File: src/rtl/uart_instruction_sender_if.sv
// rtl/uart_instruction_sender_if.sv - instruction handshake bundle for the sender
//
// Purpose: groups the producer-to-sender instruction handshake.
// Signals:
//   instr_in     [14:0]  instruction word offered by the producer
//   instr_valid          producer offers instr_in
//   instr_ready          sender holding register is empty
// Modports:
//   master  producer side (drives instr_in/instr_valid)
//   slave   sender side (drives instr_ready)

interface uart_instruction_sender_if;
  logic [14:0] instr_in;
  logic        instr_valid;
  logic        instr_ready;

  modport master (
    output instr_in,
    output instr_valid,
    input  instr_ready
  );

  modport slave (
    input  instr_in,
    input  instr_valid,
    output instr_ready
  );
endinterface

File: src/rtl/uart_instruction_sender.sv
// rtl/uart_instruction_sender.sv - 15-bit instruction frame serializer
//
// Purpose: transmits each accepted instruction as start + 15 data bits
// (LSB first) [+ even parity] + stop, with a one-deep holding register so
// frames can be sent back-to-back.
// Optional feature macro: INSTR_PARITY_EN (inserts an even-parity bit
// between the last data bit and the stop bit).
// Parameters:
//   BAUD_DIVIDER  bit period is BAUD_DIVIDER+1 clocks (>= 1)
//   DATA_BITS     instruction width, fixed at 15
// Ports:
//   clk         system clock
//   rst_n       asynchronous active-low reset
//   instr       instruction handshake (slave modport)
//   tx          serial line, idle high
//   busy        frame in progress or holding register full
//   frame_done  one-clock pulse during the last clock of each stop bit

module uart_instruction_sender #(
  parameter int BAUD_DIVIDER = 434,
  parameter int DATA_BITS    = 15
) (
  input  logic                      clk,
  input  logic                      rst_n,
  uart_instruction_sender_if.slave  instr,
  output logic                      tx,
  output logic                      busy,
  output logic                      frame_done
);

  localparam int                CW       = (BAUD_DIVIDER < 1) ? 1 : $clog2(BAUD_DIVIDER + 1);
  localparam logic [CW-1:0]     BAUD_MAX = CW'(BAUD_DIVIDER);
  localparam logic [3:0]        LAST_IDX = 4'(DATA_BITS - 1);

  typedef enum logic [2:0] {
    S_IDLE   = 3'd0,
    S_START  = 3'd1,
    S_DATA   = 3'd2,
    S_PARITY = 3'd3,
    S_STOP   = 3'd4
  } state_t;

  state_t                 state_q, state_d;
  logic [CW-1:0]          baud_q, baud_d;
  logic [3:0]             idx_q, idx_d;
  logic [DATA_BITS-1:0]   shift_q, shift_d;
  logic [DATA_BITS-1:0]   hold_q, hold_d;
  logic                   hold_full_q, hold_full_d;
  logic                   tx_q, tx_d;
`ifdef INSTR_PARITY_EN
  logic                   par_q, par_d;
`endif

  logic                   bit_end;
  logic                   accept;

  assign bit_end = (baud_q == BAUD_MAX);
  assign accept  = instr.instr_valid && !hold_full_q;

  // State register
  always_ff @(posedge clk or negedge rst_n) begin
    if (!rst_n) begin
      state_q     <= S_IDLE;
      baud_q      <= '0;
      idx_q       <= '0;
      shift_q     <= '0;
      hold_q      <= '0;
      hold_full_q <= 1'b0;
      tx_q        <= 1'b1;
`ifdef INSTR_PARITY_EN
      par_q       <= 1'b0;
`endif
    end else begin
      state_q     <= state_d;
      baud_q      <= baud_d;
      idx_q       <= idx_d;
      shift_q     <= shift_d;
      hold_q      <= hold_d;
      hold_full_q <= hold_full_d;
      tx_q        <= tx_d;
`ifdef INSTR_PARITY_EN
      par_q       <= par_d;
`endif
    end
  end

  // Next-state logic
  always_comb begin
    state_d     = state_q;
    baud_d      = baud_q;
    idx_d       = idx_q;
    shift_d     = shift_q;
    hold_d      = hold_q;
    hold_full_d = hold_full_q;
    tx_d        = tx_q;
`ifdef INSTR_PARITY_EN
    par_d       = par_q;
`endif

    if (state_q != S_IDLE) begin
      baud_d = bit_end ? '0 : baud_q + 1'b1;
    end

    case (state_q)
      S_IDLE: begin
        if (hold_full_q) begin
          shift_d     = hold_q;
          hold_full_d = 1'b0;
          state_d     = S_START;
          tx_d        = 1'b0;
          baud_d      = '0;
`ifdef INSTR_PARITY_EN
          par_d       = ^hold_q;
`endif
        end
      end

      S_START: begin
        if (bit_end) begin
          state_d = S_DATA;
          tx_d    = shift_q[0];
          idx_d   = '0;
        end
      end

      S_DATA: begin
        if (bit_end) begin
          if (idx_q < LAST_IDX) begin
            // shift_q[1] becomes the new LSB after the shift
            shift_d = shift_q >> 1;
            tx_d    = shift_q[1];
            idx_d   = idx_q + 4'd1;
          end else begin
`ifdef INSTR_PARITY_EN
            state_d = S_PARITY;
            tx_d    = par_q;
`else
            state_d = S_STOP;
            tx_d    = 1'b1;
`endif
          end
        end
      end

`ifdef INSTR_PARITY_EN
      S_PARITY: begin
        if (bit_end) begin
          state_d = S_STOP;
          tx_d    = 1'b1;
        end
      end
`endif

      S_STOP: begin
        if (bit_end) begin
          if (hold_full_q) begin
            // Pending word starts immediately: no idle gap between frames
            shift_d     = hold_q;
            hold_full_d = 1'b0;
            state_d     = S_START;
            tx_d        = 1'b0;
`ifdef INSTR_PARITY_EN
            par_d       = ^hold_q;
`endif
          end else begin
            state_d = S_IDLE;
            tx_d    = 1'b1;
          end
        end
      end

      default: begin
        state_d = S_IDLE;
        tx_d    = 1'b1;
      end
    endcase

    // Acceptance only happens while hold is empty, so it never collides
    // with the hold-drain paths above, which all require hold_full_q.
    if (accept) begin
      hold_d      = instr.instr_in;
      hold_full_d = 1'b1;
    end
  end

  // Outputs: all derived from registered state only
  always_comb begin
    tx                = tx_q;
    instr.instr_ready = !hold_full_q;
    busy              = (state_q != S_IDLE) || hold_full_q;
    frame_done        = (state_q == S_STOP) && bit_end;
  end

endmodule
File: src/flat_wrapper.sv
// flat-port wrapper written by rule: the top's interface ports become plain ports
module uart_instruction_sender_flat 
#(
  parameter int BAUD_DIVIDER = 434,
  parameter int DATA_BITS    = 15
)
  (clk, rst_n, tx, busy, frame_done, instr_instr_in, instr_instr_valid, instr_instr_ready);
  uart_instruction_sender_if instr_i ();
  input  logic clk;
  input  logic rst_n;
  output logic tx;
  output logic busy;
  output logic frame_done;
  input wire logic [$bits(instr_i.instr_in)-1:0] instr_instr_in;
  input wire logic [$bits(instr_i.instr_valid)-1:0] instr_instr_valid;
  output wire logic [$bits(instr_i.instr_ready)-1:0] instr_instr_ready;
  assign instr_i.instr_in = instr_instr_in;
  assign instr_i.instr_valid = instr_instr_valid;
  assign instr_instr_ready = instr_i.instr_ready;
  uart_instruction_sender #(.BAUD_DIVIDER(BAUD_DIVIDER), .DATA_BITS(DATA_BITS)) u_core (.clk(clk), .rst_n(rst_n), .instr(instr_i), .tx(tx), .busy(busy), .frame_done(frame_done));
endmodule
File: config.mk
export PLATFORM = sky130hd
export DESIGN_NAME = uart_instruction_sender_flat
export DESIGN_NICKNAME = d
export VERILOG_FILES = /design/src/rtl/uart_instruction_sender_if.sv /design/src/rtl/uart_instruction_sender.sv /design/src/flat_wrapper.sv
export SDC_FILE = /design/constraint.sdc
export NUM_CORES = 1
export LEC_CHECK = 0
export ABC_AREA = 1
export CAP_MARGIN = 0
export CORE_AREA = 2 2 87 89
export DETAILED_ROUTE_END_ITERATION = 10
export DIE_AREA = 0 0 89 91
export SYNTH_ARGS = -nofsm -noshare
export SYNTH_HDL_FRONTEND = slang
export SYNTH_SLANG_ARGS = --single-unit
File: constraint.sdc
create_clock -name clk -period 2.1 [get_ports clk]
set_input_delay 0.315 -clock clk [delete_from_list [all_inputs] [get_ports clk]]
set_output_delay 0.315 -clock clk [all_outputs]
set_load 0.005 [all_outputs]
* After elaboration in Yosys (flattened, before gate mapping)
Cells that the tools add are included.
** Storage, ports and cells
- Register bits after elaboration :: 48
- Input port bits :: 18
- Output and inout port bits :: 4
- Logic and storage cells :: 65
** Operators by class
- Muxes and demuxes :: 30
- $lt $le $gt $ge :: 1
- Add/sub/neg operators :: 2
- Reduce and logical (&&, ||, !) cells :: 14
- Equal/unequal tests :: 11
** Operators by type and width (number)
- $mux W15 :: 4
- $pmux W15 S3 :: 1
- $mux W9 :: 4
- $mux W3 :: 5
- $mux W4 :: 3
- $pmux W3 S4 :: 1
- $reduce_and A4 Y1 :: 3
- $ne A2 B1 Y1 const B :: 5
- $add A9 B1 Y9 const B :: 1
- $eq A9 B9 Y1 const B :: 1
- $mux W1 :: 9
- $reduce_bool A3 Y1 :: 3
- $pmux W4 S2 :: 1
- $reduce_and A5 Y1 :: 1
- $add A4 B1 Y4 const B :: 1
- $lt A4 B4 Y1 const B :: 1
- $pmux W1 S4 :: 1
- $eq A3 B1 Y1 const B :: 1
- $eq A3 B2 Y1 const B :: 1
- $eq A3 B3 Y1 const B :: 1
- $logic_not A3 Y1 :: 1
- $ne A3 B1 Y1 const B :: 1
- $logic_and A1 B1 Y1 :: 2
- $ne A2 B2 Y1 const B :: 1
- 5 further kinds :: 5

* Logic depth before layout (Yosys ltp)
- Depth after elaboration :: 5
- Gate-level depth with buffers :: 10
- Gate-level depth less buffers :: 10

* Worst setup path after synthesis
No wires, ideal clock.
- Kind :: register to register
- Start point :: register u_core.baud_q[0]
- End point :: register u_core.shift_q[10]
- Path slack :: 0.524 ns
- Path buffers :: 1
- Arrival time :: 1.460 ns
- Setup time :: 0.116 ns
- Data required time :: 1.984 ns
- Stages on the path, launching flop included :: 11
- Clock period less this slack :: 1.576 ns
- Cells stage by stage :: dfrtp_1 > inv_1 > ha_1 > nand4_1 > nor2_1 > nand2_1 > nand2_2 > nand2_4 > buf_6 > nand2_1 > nand2_1
** On the way
- Cells in the longest elaborated chain, start to end :: 3
- Elaborated cells on any way between the ends :: 4
- Those cells by class :: eq/ne: 3; reduce/logical: 1
** RTL lines
- start, declared :: line uart_instruction_sender.sv:44 : logic [CW-1:0] baud_q, baud_d;
- start signal, assigned :: line uart_instruction_sender.sv:75 : baud_q <= baud_d;
- $eq A9 B9 Y1 (*) :: line uart_instruction_sender.sv:57 : assign bit_end = (baud_q == BAUD_MAX);
- $ne A2 B1 Y1 (no line)
- $reduce_and A4 Y1 (no line) (*)
- end signal, assigned :: line uart_instruction_sender.sv:77 : shift_q <= shift_d;
- end, declared :: line uart_instruction_sender.sv:46 : logic [DATA_BITS-1:0] shift_q, shift_d;
Mark *: on every way between the ends. The rest lies on a longest branch, timed or not.
A chain may end at the register's enable or synchronous reset.

* Final worst setup path
- Start point :: register u_core.state_q[1]
- End point :: output port busy
** On the way
- Cells in the longest elaborated chain, start to end :: 2
** RTL lines
- start, declared :: line uart_instruction_sender.sv:43 : state_t state_q, state_d;
- start signal, assigned :: line uart_instruction_sender.sv:74 : state_q <= state_d;
- $reduce_bool A3 Y1 :: line uart_instruction_sender.sv:190 : busy = (state_q != S_IDLE) || hold_full_q;
- $logic_or A1 B1 Y1 :: line uart_instruction_sender.sv:190
- end, declared :: line flat_wrapper.sv:12 : output logic busy;
No other way between the ends.

==> flow_metrics.env <==
export IMPL_ys_seq_area_frac=0.489
export IMPL_crit_slowest_cell="dfrtp_1"
export IMPL_finalHoldViolCount=0
export IMPL_ff2ff_path_depth=10
export IMPL_power_density_nw_per_um2=665
export IMPL_wl_per_cell_um=11.8
export IMPL_cts_max_level=2
export IMPL_ys_types=30
export IMPL_syn_num_nets=319
export IMPL_pwr_share_clk=0.305
export IMPL_fill_cells=751
export IMPL_grt_pass1_vias=1924
export IMPL_setup_viol=0
export IMPL_max_slew_worst_pin_slew_ps=610
export IMPL_cts_buffer_depth=2
export IMPL_r2r_end="u_core.shift_q[14]"
export IMPL_clkLatencyLatePin_ps=310
export IMPL_p_switching_uw=496
export IMPL_p_int_uw=1450
export IMPL_io_pins=22
export IMPL_status="complete, no violations"
export IMPL_maxCapViolCount=0
export IMPL_crit_required_ps=1780
export IMPL_drtPass1Iterations=4
export IMPL_hp_class="in -> async"
export IMPL_cpLargestDelayFamily="buffers and inverters"
export IMPL_worstSetupPathType="reg -> out"
export IMPL_vias=2016
export IMPL_synth_edf_count=0
export IMPL_synth_top_area_share=0.478
export IMPL_fin_cells=430
export IMPL_fin_skew_ps=9.52
export IMPL_ant_nets=0
export IMPL_hpwl_um=3560
export IMPL_seqPwrFrac=0.554
export IMPL_fmax_mhz=500
export IMPL_cp_end_kind="primary output"
export IMPL_cts_buffers_inserted=5
export IMPL_cts_sinks=48
export IMPL_yosys_area_top_type="dfrtp_1"
export IMPL_coreArea_sq_um=7140
export IMPL_vias_per_cell=4.69
export IMPL_syn_inst=298
export IMPL_drive_gt1_frac=0.154
export IMPL_grt_max_degree=49
export IMPL_cts_tree="yes"
export IMPL_dieArea_sq_um=8100
export IMPL_crit_fanout=4
export IMPL_grt_use_total=0.134
export IMPL_multi_input_area_sq_um=1140
export IMPL_slowest_delay_ps=460
export IMPL_ys_ff_latch=48
export IMPL_yosysWarnings=0
export IMPL_clock_root_buffer="clkbuf_8"
export IMPL_ys_flop_type="dfrtp_1"
export IMPL_die_w_um=89
export IMPL_grt_pass1_wl_um=8690
export IMPL_synth_area_sq_um=2460
export IMPL_cp_start_kind="flop"
export IMPL_critPathBufInv=2
export IMPL_area_growth_syn_to_layout_pct=19.0
export IMPL_place_congestion=0.830
export IMPL_port_buffers=21
export IMPL_start_util=0.345
export IMPL_switching_share=0.254
export IMPL_dp_cells=421
export IMPL_die_h_um=91
export IMPL_seq_area_sq_um=1200
export IMPL_maxSlewHeadroom=0.594
export IMPL_drt_wl_total_um=5080
export IMPL_tns_ps=0
export IMPL_path_clk_slew_ps=90
export IMPL_ff2ff_setup_slack_ps=390
export IMPL_synthArstFlopShare=1.00
export IMPL_leakagePower_uw=0.00139
export IMPL_worstReg2RegStart="u_core.baud_q[0]"
export IMPL_dp_slack_ps=152
export IMPL_diodes=0
export IMPL_crit_chain="nor2_4 -> nand2_1 -> nor2_2 -> inv_1 -> clkdlybuf4s50_1"
export IMPL_rows=31
export IMPL_setup_slack_ps=98.3
export IMPL_drc=0
export IMPL_layout_min_cycle_time_ps=2000
export IMPL_irDropWorstVdd_v=0.000364
export IMPL_rsz0062_at_grt="false"
export IMPL_fin_hold_ws_ps=99.0
export IMPL_combPwrFrac=0.141
export IMPL_maxSlewViolCount=0
export IMPL_antenna_found_initial=0
export IMPL_avgSynthCellArea_sq_um=8.26
export IMPL_synth_area_leaders="dfrtp_1 (48%), nand2_1 (17%), mux2_2 (5.9%)"
export IMPL_drt_iter0_markers=76
export IMPL_min_period_over_period=0.953
export IMPL_grt_overflow_total=0
export IMPL_nets=351
export IMPL_cp_data_arrival_time_ps=1690
-- timing repair --
item                       4_1_cts  5_1_grt
setup endpoints to repair        1        0
gates resized for setup          3        0
hold buffers                     0        0
setup buffers                    1        0
-- worst max path at each step --
stage,from,to,slack [ps],cells after the start
6_report,u_core.state_q[1],busy,100,5
5_1_grt,u_core.state_q[1],busy,3,5
4_1_cts,u_core.state_q[1],busy,80,5
3_5_place_dp,u_core.baud_q[0],frame_done,150,7
3_3_place_gp,u_core.baud_q[0],frame_done,180,7
2_1_floorplan,u_core.baud_q[0],u_core.shift_q[10],520,10
-- registers in the layout (all words and copies together), names as in the netlist --
signal	flops
u_core.baud_q	9
u_core.idx_q	4
u_core.state_q	3
u_core.shift_q	15
u_core.hold_q	15
u_core.tx	1
u_core.hold_full_q	1
-- area by class of cell --
cell class	count	area share
well taps	99	0.0423
inverters	22	0.0282
repair buffers	32	0.0979
clock buffers	6	0.0282
clock inverters	2	0.00470
multi-input cells	221	0.388
flip-flops and latches	48	0.411
-- placed cells by master, fill, tap and decap left out, drive strengths merged, types with 3 or more instances in the layout --
master | synthesis | layout
mux2 | 13 | 13
nand2 | 113 | 113
ha | 3 | 3
o22ai | 3 | 3
nor2 | 25 | 25
clkbuf | 1 | 6
o21ai | 13 | 13
nand4 | 6 | 6
nor3 | 3 | 3
inv | 21 | 22
buf | 6 | 12
clkdlybuf4s50 | 0 | 19
a21oi | 6 | 6
xor2 | 3 | 3
dfrtp | 47 | 47
nand3 | 29 | 29
-- power by group through the flow --
stage / sequential, uW / combinational [uW] / clock [uW]
after floorplan: 1080 / 194 / 0
after global placement: 1090 / 274 / 0
after detailed placement: 1100 / 282 / 0
after CTS: 1080 / 283 / 614
after global routing: 1090 / 315 / 637
final: 1080 / 275 / 594
-- cells by family after synthesis --
family          synth area share
buf+inv                   0.0518
flops                      0.489
xor+xnor                  0.0178
simple gates               0.314
mux                       0.0595
fa+ha+maj                 0.0153
compound gates            0.0534
-- per-stage QoR --
stage | power, uW | utilization | cell area (sq um)
after global routing | 2050 | 0.410 | 2930
final | 1950 | 0.410 | 2930
after CTS | 1980 | 0.410 | 2930
after detailed placement | 1380 | 0.395 | 2820
after global placement | 1370 | 0.395 | 2820
after floorplan | 1280 | - | 2460
-- per-layer routing --
layer	up-vias	global-route usage	routed length (um)
li1	1024	-	-
met1	952	0.187	2500
met2	34	0.211	2340
met3	6	0.0245	167
met4	0	0.0386	66
met5	-	0	0
-- cell usage after synthesis, drive strengths merged (2+ instances only) --
cell,instances
a21oi,6
buf,6
dfrtp,47
ha,3
inv,21
mux2,13
nand2,113
nand3,29
nand4,6
nor2,25
nor3,3
o21ai,13
o22ai,3
xnor2,2
xor2,3
-- worst reg2reg max path, delay by kind of cell, from the launching register on --
kind,cells,cell delay (ps)
flops,1,390
fa+ha+maj,1,190
buf+inv,3,460
compound gates,1,190
simple gates,5,430
Note: power is estimated with default switching activity, not from simulation.
